==> config.mk <==
export PLATFORM = sky130hd
export DESIGN_NAME = fifo_param
export DESIGN_NICKNAME = d
export VERILOG_FILES = /design/src/rtl/fifo_param_pkg.sv /design/src/rtl/fifo_ram.sv /design/src/rtl/fifo_param.sv
export SDC_FILE = /design/constraint.sdc
export NUM_CORES = 1
export LEC_CHECK = 0
export CAP_MARGIN = 30
export CORE_UTILIZATION = 55
export CTS_BUF_LIST = sky130_fd_sc_hd__clkbuf_8
export CTS_CLUSTER_DIAMETER = 30
export DETAILED_ROUTE_END_ITERATION = 6
export PLACE_DENSITY = 0.74
export REMOVE_ABC_BUFFERS = 1
export SETUP_SLACK_MARGIN = 0.3
export SLEW_MARGIN = 20
export SYNTH_ARGS = -nofsm -noshare
export SYNTH_HDL_FRONTEND = slang
export SYNTH_SLANG_ARGS = --single-unit
==> constraint.sdc <==
create_clock -name clock -period 3 [get_ports clock]
set_clock_uncertainty 0.1 [all_clocks]
set_input_delay 0.6 -clock clock [delete_from_list [all_inputs] [get_ports clock]]
set_output_delay 0.6 -clock clock [all_outputs]
set_load 0.02 [all_outputs]
==> src/rtl/fifo_param_pkg.sv <==
// Shared defaults and helpers for the parametrised FIFO and the parents that instantiate it.
package fifo_param_pkg;

    localparam int unsigned FIFO_DEFAULT_WIDTH  = 8;
    localparam int unsigned FIFO_DEFAULT_ADDR_W = 4;

    typedef struct packed {
        logic full;
        logic empty;
        logic almost_full;
        logic almost_empty;
    } fifo_flags_t;

    // Ceiling log2, for parents sizing ADDR_W from a word count.
    function automatic int unsigned fifo_clog2(input int unsigned n);
        int unsigned r;
        r = 0;
        while ((32'd1 << r) < n) begin
            r = r + 1;
        end
        return r;
    endfunction

endpackage

==> src/rtl/fifo_ram.sv <==
// DEPTH x WIDTH storage: synchronous write, asynchronous read, no reset.
module fifo_ram
    import fifo_param_pkg::*;
#(
    parameter int unsigned WIDTH  = FIFO_DEFAULT_WIDTH,
    parameter int unsigned ADDR_W = FIFO_DEFAULT_ADDR_W
) (
    input  logic              clock,
    input  logic              we,
    input  logic [ADDR_W-1:0] waddr,
    input  logic [WIDTH-1:0]  wdata,
    input  logic [ADDR_W-1:0] raddr,
    output logic [WIDTH-1:0]  rdata
);

    localparam int unsigned DEPTH = 1 << ADDR_W;

    logic [WIDTH-1:0] mem_q [DEPTH];

    always_ff @(posedge clock) begin
        if (we) begin
            mem_q[waddr] <= wdata;
        end
    end

    assign rdata = mem_q[raddr];

endmodule

==> src/rtl/fifo_param.sv <==
// Parametrised synchronous FIFO with occupancy count, threshold flags,
// sticky error flags and either registered-read or first-word-fall-through output.
module fifo_param
    import fifo_param_pkg::*;
#(
    parameter int unsigned WIDTH    = FIFO_DEFAULT_WIDTH,
    parameter int unsigned ADDR_W   = FIFO_DEFAULT_ADDR_W,
    parameter int unsigned FWFT     = 0,
    parameter int unsigned AF_LEVEL = 12,
    parameter int unsigned AE_LEVEL = 2
) (
    input  logic              clock,
    input  logic              reset,
    input  logic              wr,
    input  logic [WIDTH-1:0]  din,
    input  logic              rd,
    output logic [WIDTH-1:0]  dout,
    input  logic              clr_err,
    output logic              full,
    output logic              empty,
    output logic              almost_full,
    output logic              almost_empty,
    output logic [ADDR_W:0]   count,
    output logic              overflow,
    output logic              underflow
);

    localparam int unsigned      DEPTH    = 1 << ADDR_W;
    localparam logic [ADDR_W:0] DEPTH_C  = (ADDR_W + 1)'(DEPTH);
    localparam logic [ADDR_W:0] AF_C     = (ADDR_W + 1)'(AF_LEVEL);
    localparam logic [ADDR_W:0] AE_C     = (ADDR_W + 1)'(AE_LEVEL);

    if (AF_LEVEL > DEPTH || AE_LEVEL >= DEPTH || ADDR_W < 1) begin : g_bad_params
        $fatal(1, "fifo_param: illegal parameters (AF_LEVEL > DEPTH, AE_LEVEL >= DEPTH or ADDR_W < 1)");
    end

    logic [ADDR_W:0]  wr_ptr_q, wr_ptr_d;
    logic [ADDR_W:0]  rd_ptr_q, rd_ptr_d;
    logic [ADDR_W:0]  count_q, count_d;
    logic             overflow_q, overflow_d;
    logic             underflow_q, underflow_d;
    logic             rd_acc, wr_acc;
    logic [WIDTH-1:0] ram_rdata;
    fifo_flags_t      flags;

    always_comb begin
        flags              = '0;
        flags.full         = (count_q == DEPTH_C);
        flags.empty        = (count_q == '0);
        flags.almost_full  = (count_q >= AF_C);
        flags.almost_empty = (count_q <= AE_C);
    end

    always_comb begin
        rd_acc = rd & ~flags.empty;
        // A write into a full FIFO is fine when a read frees a slot on the same edge.
        wr_acc = wr & (~flags.full | rd_acc);

        wr_ptr_d = wr_acc ? wr_ptr_q + 1'b1 : wr_ptr_q;
        rd_ptr_d = rd_acc ? rd_ptr_q + 1'b1 : rd_ptr_q;

        count_d = count_q;
        case ({wr_acc, rd_acc})
            2'b10:   count_d = count_q + 1'b1;
            2'b01:   count_d = count_q - 1'b1;
            default: count_d = count_q;
        endcase

        // Setting beats a simultaneous clear.
        overflow_d  = (overflow_q  & ~clr_err) | (wr & ~wr_acc);
        underflow_d = (underflow_q & ~clr_err) | (rd & ~rd_acc);
    end

    always_ff @(posedge clock or negedge reset) begin
        if (!reset) begin
            wr_ptr_q    <= '0;
            rd_ptr_q    <= '0;
            count_q     <= '0;
            overflow_q  <= 1'b0;
            underflow_q <= 1'b0;
        end else begin
            wr_ptr_q    <= wr_ptr_d;
            rd_ptr_q    <= rd_ptr_d;
            count_q     <= count_d;
            overflow_q  <= overflow_d;
            underflow_q <= underflow_d;
        end
    end

    fifo_ram #(
        .WIDTH  (WIDTH),
        .ADDR_W (ADDR_W)
    ) u_ram (
        .clock (clock),
        .we    (wr_acc),
        .waddr (wr_ptr_q[ADDR_W-1:0]),
        .wdata (din),
        .raddr (rd_ptr_q[ADDR_W-1:0]),
        .rdata (ram_rdata)
    );

    if (FWFT != 0) begin : g_fwft
        assign dout = flags.empty ? '0 : ram_rdata;
    end else begin : g_reg_read
        logic [WIDTH-1:0] dout_q, dout_d;

        always_comb begin
            dout_d = rd_acc ? ram_rdata : dout_q;
        end

        always_ff @(posedge clock or negedge reset) begin
            if (!reset) begin
                dout_q <= '0;
            end else begin
                dout_q <= dout_d;
            end
        end

        assign dout = dout_q;
    end

    assign full         = flags.full;
    assign empty        = flags.empty;
    assign almost_full  = flags.almost_full;
    assign almost_empty = flags.almost_empty;
    assign count        = count_q;
    assign overflow     = overflow_q;
    assign underflow    = underflow_q;

endmodule

==> results.toml <==
[timing]
period_share_pct = 88.59
fmax_mhz = 376.3
holdWs_ns = 0.3937
finalHoldViolCount = 0
rsz0062_at_grt = "true"
slew_headroom_pct = 51.50
tightest_slew_ns = 0.7275
period_needed_ns = 2.658
fin_setup_tns_ns = 0
setup_viol = 0
final_max_slew_viol_count = 0

[place]
dpl.cell_count = 507
postPlaceCellArea_mm2 = 0.006773
gp_congestion = 0.7878
dp_hpwl_um = 7597
port_buffers = 31

[pwr]
clkPwrFrac_pct = 25.3
power_switching_w = 0.002166
ir_drop_mv = 0.6250
comb_power_share_pct = 32.6
p_int_w = 0.004658
p_total_w = 0.006825
seqPwrFrac_pct = 42.1
power_leakage_nw = 2.522
power_density_mw_per_mm2 = 937.8
switching_share_pct = 31.74

[floorplanning]
dieWidth_um = 107.7
io_pins = 32
start_util_pct = 56.65
die_height_um = 107.7
rows = 38
dieArea_mm2 = 0.01159
core_mm2 = 0.01084

[cells_and_area]
drive_above_1_share_pct = 27.68
nNetsFinal = 410
fin_area_mm2 = 0.007277
final_cells = 541
n_antenna_cell = 0
area_delta_synth_final_pct = 18.50

[global_route]
grt_pass1_wl_um = 18330
first_global_vias = 3275
grt_usage_pct = 22.87
antenna_found_initial = 0
grt_max_degree = 28
overflow = 0

[clock_network]
cts_buffer_depth = 2
path_clk_slew_ns = 0.08
cts.htree.levels = 4
cts_buffers = 17
cts_tree = "built"
root_buffer = "clkbuf_8"
clock-sinks = 151
clock_latency_ns = 0.44

[synthesis]
syn_avg_cell_area_um2 = 18.84
ys_seq_elements = 151
ys_async_sr_fraction_pct = 15.23
yosysTopAreaCell = "edfxtp_1"
synth_edf_count = 128
ys_seq_area_share_pct = 71.96
yosys_warnings = 0
synthDistinctLibCells = 38
synth_ff_type = "edfxtp_1"
yosys.area.top_type_share_pct = 62.59
synth_area_mm2 = 0.006141
ys_top_cells_by_area = "edfxtp_1 (63%), mux4_2 (12%), dfrtp_1 (9.4%), mux2i_1 (2.6%), ha_1 (1.6%)"
synthCells = 326

[worst_setup_path]
r2r-start = "count[4]"
r2r_slack_ns = 0.34
rr_worst_depth = 9
cp-start-kind = "register"
critPathCaptureType = "register"
crit_required_ns = 3.22
path_class = "register to register"
critPathLaunch = "count[4]"
worstPathArrival_ns = 2.88
worst_r2r_endpoint = "count[4]"
path_max_fanout = 4
endpoint = "count[4]"

[route]
drc = 0
drt-total-wl_um = 11860
drt_iter0_drc = 207
dr_total_vias = 3206
drt-wirelength-per-cell_um = 21.93
dr.pass1.iters = 5
ant_nets = 0
viasPerCell = 5.926

[min_path]
hp-class = "register to register"
worstHoldStart = "dout[3]"

[run_status]
status = "finished clean"

[run]
maxCapViolations = 0
==> power by group through the flow <==
stage	Combinational, W	Clock [W]	Sequential, W
floorplan	0.00113	0	0.00311
global placement	0.00212	0	0.00289
detailed placement	0.00217	0	0.00291
CTS	0.00223	0.00175	0.00287
global route	0.00239	0.00184	0.00291
finish	0.00222	0.00173	0.00287
==> kinds of logic (layout without fill, tap and decap cells) <==
| family | Yosys count | after routing | synth area share (%) |
|---|---|---|---|
| XOR/XNOR | 9 | 9 | 1.284 |
| adder cells (fa/ha/maj) | 9 | 9 | 1.956 |
| AO/OA/AOI/OAI | 26 | 26 | 3.627 |
| multiplexers | 51 | 51 | 15.08 |
| buffers and inverters | 28 | 103 | 1.976 |
| flip-flops | 151 | 151 | 71.96 |
| AND/OR/NAND/NOR | 52 | 52 | 4.116 |
==> sequential cells by signal, indices dropped and copies added (netlist names) <==
register	flops
wr_ptr_q	4
overflow	1
count	5
dout	8
rd_ptr_q	4
underflow	1
u_ram.mem_q	128
==> stage by stage <==
step           worst slack, ns  util (%)
6_report                0.3422     67.13
5_1_grt                 0.2708     67.13
4_1_cts                 0.2832     67.14
3_5_place_dp           0.09805     62.48
3_3_place_gp            0.2456     62.48
2_1_floorplan           0.2190         -
==> layout by cell type (no fill, tap or decap), types with 3 or more instances in the layout <==
master             n
a21oi_1            3
dfrtp_2            4
nand2_1           18
mux2i_1           16
mux4_2            32
nor3_1             5
o221ai_1           7
and3_1             4
ha_1               6
edfxtp_1         128
dfrtp_1           19
clkdlybuf4s50_1   28
nand2b_1           3
nor4_2             3
inv_6              4
xnor2_1            9
bufinv_16          4
o21ai_0            3
buf_4             26
clkbuf_8          19
nor2_1             9
inv_1             12
==> cell type report <==
class / instances / area (um2)
clock buffers: 19 / 261.5
multi-input cells: 147 / 1655
repair buffers: 58 / 519.2
fillers: 731 / 3563
well taps: 140 / 175.2
clock inverters: 13 / 192.7
inverters: 13 / 48.80
flip-flops and latches: 151 / 4424
==> critical path: stages (launching register included) <==
cell     delay (ns)
dfrtp_1        0.42
or3_4          0.44
o31a_2         0.31
nand2_2        0.10
inv_2          0.07
ha_4           0.29
nor2b_1        0.12
o21ai_0        0.11
a41o_2         0.28
a221o_1        0.29
==> Yosys cell counts (all sizes together) (3+ instances only) <==
cell,instances
nand2b,3
o221ai,7
nor3,5
mux4,32
edfxtp,128
buf,8
and3,4
dfrtp,23
ha,8
nor4,5
nand2,19
clkbuf,7
inv,13
a21oi,3
nor2,9
o21ai,5
xnor2,9
mux2i,17
==> worst min-delay path by stage <==
stage,end,depth (start not counted)
after global routing,dout[3],2
after global placement,dout[0],2
final,dout[3],2
after CTS,dout[3],2
after detailed placement,dout[3],2
after floorplan,count[0],0
==> repair_timing <==
item / 4_1_cts / 5_1_grt
setup endpoints to repair: 4 / 2
buffers inserted: 2 / 0
gates cloned: 0 / 0
hold buffers: 0 / 0
resized for setup: 14 / 3
==> metal layers <==
layer	vias up	wire length (um)	GRT usage (%)
met5	-	0	0
met4	0	166	7.730
met3	18	674	5.872
met2	99	5949	36.49
met1	1662	5074	30.93
li1	1427	-	-
Note: power is estimated with default switching activity, not from simulation.
